### src/rtl/esm_issue_scheduler.sv
// esm_issue_scheduler: slot occupancy map, core select handshake, issue FSM.
// Define ESM_SCHED_TIMEOUT_EN to enable the issue-handshake watchdog.
module esm_issue_scheduler #(
    parameter int bs       = 16,
    parameter int core_lat = 2,
    parameter int timeout  = 64
) (
    input  logic                  clk,
    input  logic                  rst,
    input  logic                  flush,
    input  logic                  alloc_valid,
    output logic                  alloc_ready,
    output logic [$clog2(bs)-1:0] alloc_index,
    input  logic [0:bs-1]         operand_ready,
    output logic [0:bs-1]         independent_instr,
    input  logic [$clog2(bs)-1:0] core_index,
    input  logic                  core_valid,
    output logic                  issue_valid,
    output logic [$clog2(bs)-1:0] issue_index,
    input  logic                  issue_ready,
    output logic [$clog2(bs):0]   occupancy,
    output logic                  timeout_err
);

    localparam int iw = $clog2(bs);

    typedef enum logic [1:0] {
        IDLE,
        WAIT,
        ISSUE
    } state_t;

    state_t        state;
    logic [0:bs-1] occupied;
    logic [0:bs-1] occ_next;
    logic [0:bs-1] elig;
    logic [3:0]    wait_cnt;
    logic          alloc_fire;
    logic          issue_fire;
    logic          sel_ok;
    logic          any_free;
    logic [iw-1:0] free_idx;
    logic [iw:0]   occ_cnt_next;
    logic          to_expire;

    assign elig       = occupied & operand_ready;
    assign alloc_fire = alloc_valid & alloc_ready;
    assign issue_fire = (state == ISSUE) & issue_ready;
    assign sel_ok     = core_valid & independent_instr[core_index];

    // The issuing slot is occupied, so it can never be the alloc target.
    always_comb begin
        occ_next = occupied;
        if (alloc_fire) occ_next[alloc_index] = 1'b1;
        if (issue_fire) occ_next[issue_index] = 1'b0;
    end

    assign occ_cnt_next = occupancy
                        + (iw+1)'(alloc_fire)
                        - (iw+1)'(issue_fire);

    always_comb begin
        any_free = 1'b0;
        free_idx = '0;
        for (int i = bs - 1; i >= 0; i--) begin
            if (!occ_next[i]) begin
                any_free = 1'b1;
                free_idx = iw'(i);
            end
        end
    end

`ifdef ESM_SCHED_TIMEOUT_EN
    localparam int tw = $clog2(timeout + 1);

    logic [tw-1:0] to_cnt;

    assign to_expire = (state == ISSUE) & !issue_ready
                     & (to_cnt == tw'(timeout - 1));

    always_ff @(posedge clk) begin
        if (rst || flush) begin
            to_cnt      <= '0;
            timeout_err <= 1'b0;
        end else begin
            timeout_err <= to_expire;
            if (state != ISSUE || to_expire)
                to_cnt <= '0;
            else if (!issue_ready)
                to_cnt <= to_cnt + 1'b1;
        end
    end
`else
    assign to_expire   = 1'b0;
    assign timeout_err = 1'b0;
`endif

    always_ff @(posedge clk) begin
        if (rst || flush) begin
            state             <= IDLE;
            occupied          <= '0;
            occupancy         <= '0;
            alloc_ready       <= 1'b1;
            alloc_index       <= '0;
            independent_instr <= '0;
            issue_valid       <= 1'b0;
            issue_index       <= '0;
            wait_cnt          <= '0;
        end else begin
            occupied    <= occ_next;
            occupancy   <= occ_cnt_next;
            alloc_ready <= any_free;
            alloc_index <= free_idx;
            unique case (state)
                IDLE: begin
                    if (|elig) begin
                        independent_instr <= elig;
                        wait_cnt          <= 4'(core_lat);
                        state             <= WAIT;
                    end
                end
                WAIT: begin
                    if (wait_cnt == 4'd1) begin
                        independent_instr <= '0;
                        if (sel_ok) begin
                            issue_index <= core_index;
                            issue_valid <= 1'b1;
                            state       <= ISSUE;
                        end else begin
                            state <= IDLE;
                        end
                    end else begin
                        wait_cnt <= wait_cnt - 4'd1;
                    end
                end
                ISSUE: begin
                    // A watchdog expiry leaves the slot occupied for reselection.
                    if (issue_ready || to_expire) begin
                        issue_valid <= 1'b0;
                        state       <= IDLE;
                    end
                end
                default: state <= IDLE;
            endcase
        end
    end

endmodule

### config.mk
export PLATFORM = sky130hd
export DESIGN_NAME = esm_issue_scheduler
export DESIGN_NICKNAME = d
export VERILOG_FILES = /design/src/rtl/esm_issue_scheduler.sv
export SDC_FILE = /design/constraint.sdc
export NUM_CORES = 1
export LEC_CHECK = 0
export CORE_UTILIZATION = 45
export DETAILED_ROUTE_END_ITERATION = 10
export GPL_TIMING_DRIVEN = 0
export PLACE_DENSITY = 0.72
export SLEW_MARGIN = 10
export SYNTH_ARGS = -nofsm -noshare
export SYNTH_HDL_FRONTEND = slang
export SYNTH_SLANG_ARGS = --single-unit
export TNS_END_PERCENT = 100
### constraint.sdc
create_clock -name clk -period 4.62 [get_ports clk]
set_clock_uncertainty 0.2 [all_clocks]
set_input_delay 0.462 -clock clk [delete_from_list [all_inputs] [get_ports clk]]
set_output_delay 0.462 -clock clk [all_outputs]
set_load 0.005 [all_outputs]
==> flow_metrics.env <==
export IMPL_synth_nets=348
export IMPL_grt_overflow=0
export IMPL_wl_met2_um=3440
export IMPL_design_area_um2=3440
export IMPL_multi_input_area_um2=1510
export IMPL_end_kind="flop"
export IMPL_cap_violations=0
export IMPL_yosysSeqAreaShare_pct=39.6
export IMPL_ios=58
export IMPL_cts_root_buf="clkbuf_8"
export IMPL_maxSlewViolCount=0
export IMPL_gp_congestion=0.895
export IMPL_min_path_type="input pin to flop"
export IMPL_ys_flop_type="dfxtp_1"
export IMPL_synth_top_family_by_area="simple AND/OR/NAND/NOR gates"
export IMPL_cts_repair_resized=0
export IMPL_worst_ir_drop_vdd_v=0.000211
export IMPL_top_layer="met4"
export IMPL_detail_route_iter0_violations=150
export IMPL_relSlewSlack_pct=56.5
export IMPL_wirelength_met1_um=3380
export IMPL_cp_data_arrival_time_ns=2.55
export IMPL_port_buffers=55
export IMPL_final_nets=410
export IMPL_avgRoutedWirePerCell_um=16.5
export IMPL_fp_dieArea_um2=6260
export IMPL_place_inst=441
export IMPL_tns_ns=0
export IMPL_fillers=546
export IMPL_synthArstFlopShare_pct=0
export IMPL_cts_made_buffers=5
export IMPL_grt_pass1_wl_um=11900
export IMPL_wl_met3_um=411
export IMPL_antenna_found_initial=0
export IMPL_ys_ff_latch=53
export IMPL_clock_sinks=53
export IMPL_crit_required_ns=4.65
export IMPL_htreeDepth=2
export IMPL_die_y_um=79.1
export IMPL_layout_drive_gt1_share_pct=7.69
export IMPL_yosys_warnings=0
export IMPL_area_growth_pct=28.4
export IMPL_p_per_area_nw_per_um2=250
export IMPL_fin_crit_ns=2.51
export IMPL_drc=0
export IMPL_die_w_um=79.1
export IMPL_synth_edf_count=0
export IMPL_max_slew_worst_pin_slew_ns=0.652
export IMPL_synth_compound_area_share_pct=21.3
export IMPL_grtUsageTotal_pct=25.0
export IMPL_cts_hold_buffers=0
export IMPL_diodes=0
export IMPL_setup_viol=0
export IMPL_start_util_pct=47.7
export IMPL_startpoint_type="flop"
export IMPL_hold_viol=0
export IMPL_ys_types=55
export IMPL_leakage_nw=1.18
export IMPL_instances_no_fill=449
export IMPL_register_area_um2=1060
export IMPL_cp_max_fo=10
export IMPL_max_freq_mhz=398
export IMPL_drt_wl_total_um=7390
export IMPL_firstDrtPassIters=5
export IMPL_finalCritPeriodShare_pct=54.4
export IMPL_dp_hpwl_um=5690
export IMPL_synthCells=314
export IMPL_netlist_area_um2=2680
export IMPL_hold_slack_ns=0.213
export IMPL_syn_avg_cell_area_um2=8.52
export IMPL_yosys_area_share_simple_pct=25.0
export IMPL_rows=27
export IMPL_antenna_left=0
export IMPL_path_clk_slew_ns=0.10
export IMPL_placed_cell_area_um2=3320
export IMPL_rsz0062_at_grt="no"
export IMPL_vias=2533
export IMPL_core_area_um2=5610
export IMPL_muxShareOfSynthArea_pct=4.16
export IMPL_critPathKind="flop to flop"
export IMPL_clk_latency_ns=0.31
export IMPL_tritoncts="done"
export IMPL_grt_start_max_net_pins=17
export IMPL_outcome="completed"
export IMPL_synth_xor_area_share_pct=1.64
export IMPL_clock_path_buffers=2
export IMPL_synth_adder_area_share_pct=4.02
export IMPL_via_per_inst=5.64
export IMPL_post_cts_buffers=0
export IMPL_first_global_vias=2438
export IMPL_final_core_util_pct=61.3
-- critical path, cell delays in order, from the launching register on --
cell	delay, ns
dfxtp_1	0.41
ha_1	0.16
nor3b_1	0.28
nand3b_1	0.39
a2111oi_4	0.71
nand3_1	0.20
o31ai_1	0.10
-- synth_stat cells, drive strengths merged (5+ instances only) --
| cell type | number | share of area (%) |
|---|---|---|
| a211oi | 8 | 2.9 |
| a21o | 5 | 1.4 |
| inv | 13 | 1.8 |
| buf | 8 | 1.7 |
| ha | 7 | 3.3 |
| and2 | 9 | 2.1 |
| dfxtp | 53 | 40 |
| nor2 | 60 | 8.7 |
| a21oi | 19 | 3.6 |
| nand2 | 28 | 3.9 |
| a31oi | 27 | 6.3 |
-- per-layer routing --
metal	vias to the layer above	GRT usage, %
li1	1252	-
met1	1173	33.7
met2	95	39.2
met3	13	4.25
met4	0	10.9
met5	-	0
-- flip-flops by register name (all words and copies together), names as in the netlist --
signal,cells
occupied,16
issue_index,4
wait_cnt,4
alloc_ready,1
state,2
issue_valid,1
independent_instr,16
alloc_index,4
occupancy,5
-- metrics by stage --
stage / setup WS [ns] / total power, mW
4_1_cts: 2.10 / 0.866
5_1_grt: 1.93 / 0.893
3_3_place_gp: 1.78 / 0.540
3_5_place_dp: 1.77 / 0.540
6_report: 2.11 / 0.861
2_1_floorplan: 2.40 / 0.503
-- power breakdown --
part	switching (mW)	internal, mW	leakage (nW)
Combinational	0.0324	0.0355	0.698
Clock	0.155	0.176	0.0574
Sequential	0.00247	0.460	0.427
Total	0.189	0.671	1.18
-- cells by family after synthesis --
group,Yosys count
other,1
AOI/OAI and AO/OA,81
DFF,53
and+or+nand+nor,136
xor gates and xnor gates,5
adders and majority gates,8
buffers and inverters,25
muxes,5
-- path summary, 6_finish.rpt --
check                     start              to  slack (ns)  cells past startpoint
hold reg to reg     issue_valid     issue_valid        0.31                      2
setup / recovery    wait_cnt[0]  issue_index[1]        2.11                      6
setup reg to reg    wait_cnt[0]  issue_index[1]        2.11                      6
hold / removal    core_index[0]  issue_index[0]        0.21                      3
-- final cells by class --
cell class	instances	area share, %
repair buffers	55	16.0
clock inverters	2	1.09
well taps	72	2.62
plain buffers	12	1.78
clock buffers	6	2.40
multi-input cells	236	43.8
inverters	13	1.42
flip-flops and latches	53	30.9
-- layout by cell type (no fill, tap or decap), types with 7 or more instances in the layout --
cell type / instances
a31oi_1: 27
nor2_1: 57
clkdlybuf4s50_1: 55
a21oi_1: 19
ha_1: 7
and2_1: 9
nand2_1: 28
dfxtp_1: 53
inv_1: 13
(Power assumes the default switching activity.)
